===== src/rtl/pc_gen_pkg.sv =====
// pc_gen_pkg: shared state and redirect-source types for the fetch PC generator.
package pc_gen_pkg;
  typedef enum logic {RESET, RUN} state_t;
  typedef enum logic [1:0] {NONE, FLUSH, PEND, BRANCH} redir_t;
endpackage


===== src/rtl/pc_redirect_buf.sv =====
// pc_redirect_buf: one-entry valid+target holding register for deferred redirects.
module pc_redirect_buf #(
  parameter int W = 32
) (
  input  logic         clk,
  input  logic         rst,
  input  logic         load,
  input  logic         clear,
  input  logic         consume,
  input  logic [W-1:0] load_target,
  output logic         valid,
  output logic [W-1:0] target
);
  // clear beats load so a flush can discard a same-cycle capture; load beats consume so the latest request survives
  always_ff @(posedge clk) begin
    valid  <= rst | clear ? 1'b0 : load ? 1'b1 : consume ? 1'b0 : valid;
    target <= load ? load_target : target;
  end
endmodule


===== src/rtl/pc_gen.sv =====
// pc_gen: fetch-stage program counter with flush/branch redirects and a pending-branch buffer.
module pc_gen
  import pc_gen_pkg::*;
#(
  parameter int                ADDR_W     = 32,
  parameter logic [ADDR_W-1:0] RESET_VEC  = '0,
  parameter int                INST_BYTES = 4
) (
  input  logic              clk,
  input  logic              rst,
  input  logic              stall_i,
  input  logic              fetch_ready_i,
  input  logic              branch_valid_i,
  input  logic [ADDR_W-1:0] branch_target_i,
  input  logic              flush_valid_i,
  input  logic [ADDR_W-1:0] flush_target_i,
  output logic [ADDR_W-1:0] pc_o,
  output logic              ce_o,
  output logic              fetch_valid_o,
  output logic              pend_o,
  output logic              misalign_o
);
  localparam logic [ADDR_W-1:0] MASK = ADDR_W'(INST_BYTES - 1);
  state_t state, state_next;
  redir_t src;
  logic run, adv, load, clear, consume;
  logic [ADDR_W-1:0] pend_target, raw, nxt;
  assign run = state == RUN;
  assign ce_o = run;
  assign fetch_valid_o = ce_o;
  assign adv = ce_o & ~stall_i & fetch_ready_i;
  assign clear = run & flush_valid_i;
  assign consume = src == PEND;
  // a branch that cannot be applied now, or arrives while an older one drains, is parked
  assign load = run & ~flush_valid_i & branch_valid_i & (~adv | pend_o);
  always_comb begin
    state_next = rst ? RESET : RUN;
    src = ~run ? NONE : flush_valid_i ? FLUSH : adv & pend_o ? PEND : adv & branch_valid_i ? BRANCH : NONE;
    raw = src == FLUSH ? flush_target_i : src == PEND ? pend_target : branch_target_i;
    nxt = src != NONE ? raw & ~MASK : adv ? pc_o + ADDR_W'(INST_BYTES) : pc_o;
  end
  always_ff @(posedge clk) begin
    state      <= state_next;
    pc_o       <= rst ? RESET_VEC : nxt;
    misalign_o <= ~rst & (src != NONE) & |(raw & MASK);
  end
  pc_redirect_buf #(.W(ADDR_W)) u_buf (
    .clk(clk),
    .rst(rst),
    .load(load),
    .clear(clear),
    .consume(consume),
    .load_target(branch_target_i),
    .valid(pend_o),
    .target(pend_target)
  );
endmodule


===== config.mk =====
export PLATFORM = sky130hd
export DESIGN_NAME = pc_gen
export DESIGN_NICKNAME = d
export VERILOG_FILES = /design/src/rtl/pc_gen_pkg.sv /design/src/rtl/pc_redirect_buf.sv /design/src/rtl/pc_gen.sv
export SDC_FILE = /design/constraint.sdc
export NUM_CORES = 1
export LEC_CHECK = 0
export ABC_AREA = 1
export CAP_MARGIN = 40
export CORE_MARGIN = 2
export CORE_UTILIZATION = 45
export DETAILED_ROUTE_END_ITERATION = 12
export PLACE_DENSITY = 0.84
export SLEW_MARGIN = 20
export SYNTH_ARGS = -nofsm -noshare
export SYNTH_HDL_FRONTEND = slang
export SYNTH_HIERARCHICAL = 1
export SYNTH_SLANG_ARGS = --single-unit

===== constraint.sdc =====
create_clock -name clk -period 5.2 [get_ports clk]
set_input_delay 0.52 -clock clk [delete_from_list [all_inputs] [get_ports clk]]
set_output_delay 0.52 -clock clk [all_outputs]
set_load 0.005 [all_outputs]

**Word level (Yosys, flattened, before mapping)**

Cells that the tools add are included.

- Add/sub/neg operators: 1
- Equal/unequal tests: 2
- Mux-type cells: 11
- Bitwise logic cells: 16
- Reductions and logical operators: 5

Operators by type and width:

| operator | number |
|---|---|
| $mux 32 | 4 |
| $add 32x3->32 const B | 1 |
| $and 1x1->1 | 10 |
| $mux 2 | 4 |
| $reduce_bool 2->1 | 3 |
| $not 1->1 | 4 |
| $reduce_or 2->1 | 2 |
| $mux 1 | 3 |
| $eq 2x1->1 const B | 1 |
| $eq 2x2->1 const B | 1 |
| $or 1x1->1 | 2 |

- Bits in registers: 67
- Input port bits: 70
- Output and inout port bits: 36
- Word-level logic and storage cells: 41

**Logic depth before layout (Yosys ltp)**

- Depth after elaboration: 13
- Mapped depth: 12
- Gate-level depth less buffers: 12

**Hierarchy**

The synthesis kept the hierarchy.

Modules (own cells, without submodules):

| module | instances | cells each | area each (sq um) | sequential area each (sq um) |
|---|---|---|---|---|
| pc_gen | 1 | 549 | 3031.7 | 640.6 |
| pc_redirect_buf | 1 | 40 | 1012.2 | 980.9 |

**Worst setup path after synthesis**

OpenSTA, ideal clock, no wires.

- Kind: input to register
- Start: in fetch_ready_i
- End: reg u_buf.target[0], enable pin
- Setup time: 434 ps
- Arrival: 2291 ps
- Required time: 4766 ps
- Slack: 2476 ps
- Stages on the path: 3
- Cell sequence: nand2_1 -> nor2_4 -> a21oi_1

- Longest elaborated chain between the ends: 4

RTL lines:

| element | line | source |
|---|---|---|
| from (decl) | pc_gen.sv:12 | `input logic fetch_ready_i,` |
| $and 1x1->1 | pc_gen.sv:31 | `assign adv = ce_o & ~stall_i & fetch_ready_i;` |
| $not 1->1 | pc_gen.sv:35 | `assign load = run & ~flush_valid_i & branch_valid_i & (~adv \| pend_o);` |
| $or 1x1->1 | pc_gen.sv:35 |  |
| $and 1x1->1 | pc_gen.sv:35 |  |
| net load | pc_gen.sv:26 | `logic run, adv, load, clear, consume;` |
| to (signal assigned) | pc_redirect_buf.sv:17 | `target <= load ? load_target : target;` |
| to (decl) | pc_redirect_buf.sv:12 | `output logic [W-1:0] target` |

The timed path passes the listed nets, and every way through them passes these cells.
A chain may end at the register's enable or synchronous reset.

**Worst setup path in the final report**

- Start: in flush_valid_i
- End: reg pc_o[12]

- Longest elaborated chain between the ends: 6
- Elaborated cells between the ends (all ways): 9
- Classes of those cells: 2 x eq/ne; 5 x mux; 2 x reduce/logical

RTL lines:

| element | line | source |
|---|---|---|
| from (decl) | pc_gen.sv:15 | `input logic flush_valid_i,` |
| $mux 2 * (2 in a row) | pc_gen.sv:38 | `src = ~run ? NONE : flush_valid_i ? FLUSH : adv & pend_o ? PEND : adv & branch_valid_i ? BRANCH : NONE;` |
| $eq 2x2->1 | pc_gen.sv:39 | `raw = src == FLUSH ? flush_target_i : src == PEND ? pend_target : branch_target_i;` |
| $mux 32 (2 in a row) | pc_gen.sv:39 |  |
| $mux 32 | pc_gen.sv:40 | `nxt = src != NONE ? raw & ~MASK : adv ? pc_o + ADDR_W'(INST_BYTES) : pc_o;` |
| to (signal assigned) | pc_gen.sv:44 | `pc_o <= rst ? RESET_VEC : nxt;` |
| to (decl) | pc_gen.sv:17 | `output logic [ADDR_W-1:0] pc_o,` |

Mark *: on every way between the ends. The rest lies on a longest branch, timed or not.

==> metrics.md <==
| Metric | Value |
|---|---|
| Status | `finished, final reports clean` |
| CTS Hold Buffers Added | `0` |
| Pre-antenna DRT Iters | `5` |
| Postcts setup bufs | `0` |
| Leak | `2.22 nW` |
| Starting Density | `46.4%` |
| ANT cells | `0` |
| Post-synthesis register bit count | `65` |
| Post-DP HPWL | `roughly 8800 µm` |
| Startpoint types | `primary input` |
| Max Slew Vio Count | `0` |
| Crit-path max cell delay | `0.84 ns` |
| Crit path cell chain | `clkdlybuf4s50_1 > nand2_1 > buf_4 > nand3_2 > inv_1 > o21ai_0 > a21oi_1` |
| Multi-input logic area | `around 2000 µm²` |
| RSZ-0062 raised after global routing | `false` |
| Setup TNS | `0 ns` |
| Core Footprint | `8720 µm²` |
| GP Congestion | `0.915` |
| DR vias/cell | `5.38` |
| Mean Syn Cell Area | `roughly 6.9 µm²` |
| First-pass GRT wire length | `19500 µm` |
| Total Routing Usage GR | `24.8%` |
| Sequential share of the synthesized area | `40.1%` |
| Die height | `98.8 µm` |
| Largest net degree at the start of global routing | `52` |
| Tmin final | `3.02 ns` |
| Crit path max-delay cell type | `inv_1` |
| Slew headroom | `45.5%` |
| Final Hold Viols | `0` |
| Antenna violations before repair | `0` |
| Die area | `9760 µm²` |
| Max cap viols | `0` |
| # setup viols final | `0` |
| CP top delay family | `buffers and inverters` |
| Worst ir drop on vdd | `roughly 0.17 mV` |
| Rows | `34` |
| Crit path buffers/inverters | `3` |
| Crit Path Class | `primary input to flop` |
| Hold_sp | `u_buf/target[0]$_DFFE_PP_` |
| Worst path required time | `about 5.5 ns` |
| Synthesis-to-layout area growth | `31.6%` |
| Synth Flop Type | `dfxtp_1` |
| Worst Hold End | `misalign_o$_DFF_P_` |
| Drt total wl | `12000 µm` |
| Measured slew at the worst slew-check pin | `0.816 ns` |
| Post-synth EDFFs | `32` |
| Fmax | `roughly 330 MHz` |
| Synth area leaders | `edfxtp_1, nand2_1, dfxtp_1, nand3_1, inv_1` |
| CP Capture Type | `flop` |
| Routed vias | `4268` |
| Cell count after synthesis | `between 500 and 600` |
| Final Cell Area | `5320 µm²` |
| Clk_lat worst skew | `0.35 ns` |
| Most frequent cell after synthesis | `nand2_1` |
| R2r setup slk | `2.48 ns` |
| Placed cell areas | `5070 µm²` |
| Clock Path Buffers | `2` |
| Hold path cells | `2` |
| Clock transition at the registers of the reported paths | `around 0.080 ns` |
| DR WL/cell | `15.2 µm` |
| Reg2reg end | `pc_o[12]$_SDFFE_PP0P_` |
| Hold Path Class | `flop to flop` |
| DRT iter0 DRCs | `around 360` |
| Layout cell share with drive strength beyond 1 | `5.40%` |
| Cts bufs inserted | `9` |
| Worst-case clock skew | `0.0106 ns` |
| Clk sinks | `between 60 and 70` |
| Library cells used by synthesis | `30` |
| Chip width | `98.8 µm` |
| Port Buffers | `slightly above 100` |
| H-tree level count | `3` |
| Root Driver | `clkbuf_8` |
| Fillers | `792` |
| R2R cell count | `6` |
| DRT antenna net count | `0` |
| Gr ovfl total | `0` |
| I/O pin total | `106` |
| Peak fanout along the critical path | `51` |
| Final cycle utilization of the critical path | `58.1%` |
| CP Data Arrival Time | `approximately 3.3 ns` |
| Cell area power density | `258 nW/µm²` |
| Post-route DRC violation count | `0` |
| Tot Pwr | `1.37 mW` |
| Post-synth top cells | `nand2_1, nand3_1, inv_1` |
| Post-CTS sizing | `0` |
| Reg-to-Reg Start | `ce_o$_DFF_P_` |
| FFs w/ async S/R, synth | `0%` |
| Area fraction of the dominant cell type after synthesis | `23.8%` |
| Vias in the first global route | `between 4k and 5k` |
| Nets@finish | `751` |
| Dominant cell type by area after synthesis | `edfxtp_1` |
| CTS tree | `built` |
| Syn Std Cell Area | `4040 µm²` |
| Yosys warning count | `6` |
| Area occupied by registers | `1620 µm²` |
| Hold Slack | `0.544 ns` |
-- through the flow --
stage / std cells / setup slack (ns) / util (%)
floorplan: 590 / 2.48 / -
global placement: 775 / 2.02 / 58.1
detailed placement: 775 / 1.87 / 58.1
CTS: 791 / 2.20 / 60.7
global route: 793 / 1.90 / 61.0
finish: 793 / 2.18 / 61.0
-- cell families (layout without fill, tap and decap cells) --
| family | count (synthesis) | after routing | share of synthesized area (%) |
|---|---|---|---|
| AOI/OAI and AO/OA | 76 | 76 | 10.2 |
| xor gates and xnor gates | 13 | 13 | 2.82 |
| adders and majority gates | 1 | 1 | 0.309 |
| buffers and inverters | 91 | 186 | 10.0 |
| DFF | 65 | 65 | 40.1 |
| other | 1 | 2 | 0.0927 |
| and+or+nand+nor | 342 | 342 | 36.4 |
-- registers in the layout, summed over array words and instances (netlist names) --
signal        count
u_buf/valid       1
ce_o              1
u_buf/target     32
pc_o             30
misalign_o        1
-- power breakdown --
part,switching [mW],internal [mW],total (mW),leakage (nW)
Combinational,0.126,0.139,0.265,1.54
Clock,0.204,0.295,0.499,0.115
Sequential,0.0422,0.569,0.611,0.566
-- routing by layer --
layer | track usage (%) | up-vias | part of all wire, % | wire [µm]
met1 | 31.2 | 1930 | 41 | 4940
li1 | - | 2090 | - | -
met4 | 12.1 | 0 | 3.4 | 411
met5 | 0 | - | 0 | 0
met3 | 4.33 | 32 | 7.3 | 881
met2 | 41.2 | 216 | 48 | 5810
-- worst max-delay path by stage --
stage / to / cells after the start / from / slack, ns
after detailed placement: pc_o[12]$_SDFFE_PP0P_ / 7 / flush_valid_i / 1.87
final: pc_o[12]$_SDFFE_PP0P_ / 7 / flush_valid_i / 2.18
after global routing: pc_o[16]$_SDFFE_PP0P_ / 7 / flush_valid_i / 1.90
after global placement: pc_o[12]$_SDFFE_PP0P_ / 7 / flush_valid_i / 2.02
after CTS: pc_o[12]$_SDFFE_PP0P_ / 7 / flush_valid_i / 2.20
after floorplan: u_buf/target[0]$_DFFE_PP_ / 3 / fetch_ready_i / 2.48
-- tightest hold or removal path, delay by kind of cell, from the launching register on --
kind | cells | cell delay (ns)
compound gates | 2 | 0.18
flops | 1 | 0.33
-- cell usage in the layout, fill, tap and decap left out, drive strengths merged, types with 3 or more instances in the layout --
cell type        n
nand3b          10
a21oi           20
nand3           64
o211ai           9
nor3             3
nand4            7
nor3b            3
o21ai           45
nand2          199
clkdlybuf4s50  103
dfxtp           33
edfxtp          32
inv             62
clkbuf          11
buf              5
xor2             6
or2              7
nor2            49
xnor2            7
-- layout make-up --
class | count | area share [%]
multi-input combinational | 434 | 38.0
sequential | 65 | 30.5
timing repair buffer | 108 | 20.3
inverter | 62 | 4.37
clock buffer | 11 | 2.84
tap | 108 | 2.54
clock inverter | 5 | 1.46
Note: power is estimated with default switching activity, not from simulation.
